File: src/rtl/ifetch_queue.sv
// Instruction fetch queue: issues pc to instruction memory under a credit limit,
// tags responses with their fetch address and buffers them in order for decode.
module ifetch_queue #(
   parameter int DEPTH = 2
) (
   input  logic        clk,
   input  logic        reset,
   input  logic [31:2] pc,
   output logic        pc_adv,
   input  logic        redirect,
   output logic        imem_req,
   output logic [31:2] imem_addr,
   input  logic        imem_gnt,
   input  logic        imem_rvalid,
   input  logic [31:0] imem_rdata,
   output logic        inst_valid,
   input  logic        inst_ready,
   output logic [31:0] inst,
   output logic [31:2] inst_pc
);

   localparam int AW = $clog2(DEPTH);
   localparam int CW = AW + 1;
   localparam logic [CW:0] CREDITS = (CW + 1)'(DEPTH);

   typedef enum logic {FETCH, FLUSH} state_t;

   state_t        state, state_nxt;
   logic [CW-1:0] count, outst, drop;
   logic [CW-1:0] count_nxt, outst_nxt, drop_nxt;
   logic [AW-1:0] pend_wr, pend_rd, q_wr, q_rd;
   logic [31:2]   pend_addr [DEPTH];
   logic [31:0]   q_inst    [DEPTH];
   logic [31:2]   q_pc      [DEPTH];
   logic [CW:0]   used;
   logic          grant, resp, push, pop;

   assign imem_addr  = pc;
   assign inst_valid = (count != '0);
   assign inst       = q_inst[q_rd];
   assign inst_pc    = q_pc[q_rd];
   assign pc_adv     = grant;

   always_comb begin
      used     = {1'b0, count} + {1'b0, outst};
      imem_req = !reset && (state == FETCH) && !redirect && (used < CREDITS);
      grant    = imem_req & imem_gnt;
      // rvalid with nothing outstanding is a protocol error and is ignored
      resp     = imem_rvalid && (outst != '0);
      push     = resp && !redirect && (drop == '0);
      pop      = inst_valid && inst_ready && !redirect;
   end

   always_comb begin
      state_nxt = state;
      drop_nxt  = drop;
      outst_nxt = outst + CW'(grant) - CW'(resp);
      count_nxt = redirect ? '0 : count + CW'(push) - CW'(pop);
      case (state)
         FETCH: begin
            if (redirect) begin
               drop_nxt = outst - CW'(resp);
               if (drop_nxt != '0) state_nxt = FLUSH;
            end
         end
         FLUSH: begin
            if (resp && (drop != '0)) drop_nxt = drop - CW'(1);
            if (drop_nxt == '0) state_nxt = FETCH;
         end
         default: state_nxt = FETCH;
      endcase
   end

   always_ff @(posedge clk or posedge reset) begin
      if (reset) begin
         state   <= FETCH;
         count   <= '0;
         outst   <= '0;
         drop    <= '0;
         pend_wr <= '0;
         pend_rd <= '0;
         q_wr    <= '0;
         q_rd    <= '0;
         for (int unsigned i = 0; i < DEPTH; i++) begin
            pend_addr[i] <= '0;
            q_inst[i]    <= '0;
            q_pc[i]      <= '0;
         end
      end else begin
         state <= state_nxt;
         count <= count_nxt;
         outst <= outst_nxt;
         drop  <= drop_nxt;
         if (grant) begin
            pend_addr[pend_wr] <= pc;
            pend_wr            <= pend_wr + AW'(1);
         end
         if (resp) pend_rd <= pend_rd + AW'(1);
         if (push) begin
            q_inst[q_wr] <= imem_rdata;
            q_pc[q_wr]   <= pend_addr[pend_rd];
            q_wr         <= q_wr + AW'(1);
         end
         // a redirect empties the queue by catching the read pointer up
         if (redirect)  q_rd <= q_wr;
         else if (pop)  q_rd <= q_rd + AW'(1);
      end
   end

endmodule

File: config.mk
export PLATFORM = sky130hd
export DESIGN_NAME = ifetch_queue
export DESIGN_NICKNAME = d
export VERILOG_FILES = /design/src/rtl/ifetch_queue.sv
export SDC_FILE = /design/constraint.sdc
export NUM_CORES = 1
export LEC_CHECK = 0
export CAP_MARGIN = 20
export CELL_PAD_IN_SITES_DETAIL_PLACEMENT = 0
export CELL_PAD_IN_SITES_GLOBAL_PLACEMENT = 1
export CORE_MARGIN = 10
export CORE_UTILIZATION = 47
export CTS_CLUSTER_SIZE = 10
export DETAILED_ROUTE_END_ITERATION = 10
export GPL_ROUTABILITY_DRIVEN = 0
export PLACE_DENSITY_LB_ADDON = 0.1
export SLEW_MARGIN = 40
export SYNTH_ARGS = -nofsm -noshare
export SYNTH_HDL_FRONTEND = slang
export SYNTH_SLANG_ARGS = --single-unit
File: constraint.sdc
create_clock -name clk -period 12.6 [get_ports clk]
set_input_delay 1.26 -clock clk [delete_from_list [all_inputs] [get_ports clk]]
set_output_delay 1.26 -clock clk [all_outputs]
set_load 0.005 [all_outputs]
==> flow_summary.yaml <==
global_route:
  grt_pass1_vias: 5635
  grt_remaining_overflow: 0
  grtUsageTotal_pct: 15.53
  grt_antenna_before_repair: 1
  grtUsageMet2_pct: 27.36
  top_usage_layer: "met2"
  grt_use_met3_pct: 5.513
  grt_use_met1_pct: 17.74
  grt_pass1_wl_um: 30160
  grt_max_degree: 115
power_and_ir_drop:
  power_leakage_nw: 4.964
  pwr-share-seq_pct: 40.6
  p_comb_share_pct: 37.9
  p_int_w: 0.001746
  power_density_mw_per_mm2: 222.5
  ir_worst_vdd_uv: 141.7
  p_sw_w: 0.0007038
  p_sw_share_pct: 28.73
  pwr-share-clk_pct: 21.5
timing:
  layout_min_cycle_time_ps: 4708
  rsz0062_at_grt: "false"
  post-route-period-util_pct: 37.36
  max_freq_mhz: 212.4
  hold_viol_final: 0
  finalSetupViolCount: 0
  tightest_slew_ps: 752.0
  setup_tns_ps: 0
  slew_headroom_pct: 49.87
  finClkSkew_ps: 10.12
  finalMaxSlewViolations: 0
floorplan:
  num_rows: 50
  core_area_mm2: 0.01864
  start_util_pct: 47.46
  io_pins: 163
  die_w_um: 157.2
  die_h_um: 157.2
  die_area_mm2: 0.02472
cts:
  htreeDepth: 4
  clock_sinks: 195
  ctsLongestPathBuffers: 2
  cts_buffers: 17
  clk_pin_slew_ps: 70
  cts_setup_buffers: 0
  cts_resized: 0
  holdBufCountCts: 0
  clockRootBuffer: "clkbuf_16"
  cts_tree: "done"
  insertion_delay_ps: 420
synth:
  synthDistinctLibCells: 36
  synth.avg_cell_area_um2: 15.18
  synth-seq-cells: 195
  yosysSeqAreaShare_pct: 55.15
  syn_inst: 583
  synth_fp_nets: 657
  ys_warn_count: 0
  syn_area_mm2: 0.008848
routing:
  firstDrtPassIters: 4
  vias_per_cell: 5.251
  drc: 0
  num_vias: 5051
  wirelength_um: 19150
  wl_per_cell_um: 19.91
  postRouteAntennaNets: 0
  drt_iter0_markers: 211
worst_setup_path:
  crit_type: "in2out"
  worstPathMaxFanout: 11
  crit_required_ps: 11340
  arrival_ps: 3450
  cp-end-kind: "output pin"
  start_kind: "input port"
layout:
  final.fill_count: 1508
  drive_gt1_share_pct: 43.82
  diodes: 0
  mostFrequentLayoutCells: "269 x mux2_2, 194 x dfrtp_1, 162 x clkdlybuf4s50_1"
  fin_nets: 789
  area_growth_pct: 24.39
  finalNonFillerCells: 962
  final_area_mm2: 0.01101
  mostFrequentLayoutCell: "mux2_2"
  multi_input_area_mm2: 0.003496
  seq_area_mm2: 0.004881
placement:
  placed_area_mm2: 0.01041
  hpwl_um: 12870
  io_buffers: 162
  place_inst: 929
worst_hold_path:
  hold_path_class: "reg2reg"
status:
  status: "completed"
flow_run:
  maxCapViolCount: 0
## state kept, by name, indices dropped and copies added, names as in the netlist
signal,flops
q_inst,64
pend_addr,60
q_pc,60
count,2
drop,2
outst,2
pend_rd,1
pend_wr,1
q_rd,1
q_wr,1
state,1
## worst max-delay path, cell delays in order
cell             delay (ps)
clkdlybuf4s50_1         630
or4_4                   630
nor3_1                  330
clkdlybuf4s50_1         590
## through the flow
stage	setup slack, ps	utilization (%)	total power, W	hold WS [ps]
after CTS	7873	58.95	0.002489	492.0
after detailed placement	7867	55.85	0.001949	475.8
final	7892	59.04	0.002449	489.6
after global routing	7770	59.04	0.002603	497.6
after floorplan	6028	-	0.001548	454.1
after global placement	7909	55.77	0.001903	463.2
## path summary, 6_finish.rpt
check                                            start                         to  slack [ps]  cells past startpoint
max in group asynchronous                        reset           q_rd$_DFFE_PP0P_       10000                      3
worst max register to register      count[0]$_DFF_PP0_  pend_addr[54]$_DFFE_PP0P_        9540                      7
min in group asynchronous                        reset  pend_addr[39]$_DFFE_PP0P_        1320                      2
worst min-delay path            q_inst[53]$_DFFE_PP0P_     q_inst[53]$_DFFE_PP0P_         490                      1
worst min register to register  q_inst[53]$_DFFE_PP0P_     q_inst[53]$_DFFE_PP0P_         490                      1
worst max-delay path                          redirect                     pc_adv        7890                      4
## cell usage after synthesis, drive strengths merged
library cell,n,area (um^2)
a2bb2oi,1,8.760
inv,10,37.54
a21oi,1,5.000
nor4,3,48.80
buf,44,337.8
ha,5,62.56
o21ai,3,15.01
and2b,1,8.760
o211ai,1,7.510
clkbuf,15,106.4
a31oi,2,12.51
or2,1,6.260
dfrtp,195,4880
or4,1,11.26
nand2,3,11.26
or3,1,6.260
mux2,276,3108
xnor2,5,43.79
a32o,1,10.01
nor2,3,11.26
and2,1,6.260
nand4,1,6.260
nand4b,1,15.01
nor2b,1,6.260
xor2,3,26.28
nor3,2,21.27
a221oi,1,8.760
fa,1,20.02
## kinds of logic (layout without fill, tap and decap cells)
kind of cell / after synthesis / count (layout) / share of synthesized area [%]
multiplexers: 276 / 276 / 35.12
AND/OR/NAND/NOR: 19 / 19 / 1.796
flip-flops: 195 / 195 / 55.15
buffers and inverters: 69 / 214 / 5.444
XOR/XNOR: 8 / 8 / 0.7919
AO/OA/AOI/OAI: 10 / 10 / 0.7635
adder cells (fa/ha/maj): 6 / 6 / 0.9333
## area by class of cell
cell class / instances / share of cell area (%)
well taps: 234 / 2.660
clock buffers: 20 / 4.149
inverters: 10 / 0.4547
repair buffers: 172 / 15.52
clock inverters: 12 / 1.114
multi-input cells: 319 / 31.76
flip-flops and latches: 195 / 44.34
## power by group through the flow
stage	clock, W	combinational (W)	sequential [W]
finish	0.000527	0.000927	0.000995
global route	0.000570	0.00101	0.00103
CTS	0.000543	0.000949	0.000996
detailed placement	0	0.000941	0.00101
global placement	0	0.000916	0.000987
floorplan	0	0.000588	0.000960
## routing by layer
layer | vias up | share of wire, %
met5 | - | 0.052
met4 | 2 | 0.39
met3 | 6 | 6.2
met2 | 95 | 52
met1 | 2644 | 41
li1 | 2304 | -
No activity file was read; power rests on OpenSTA's default activity.
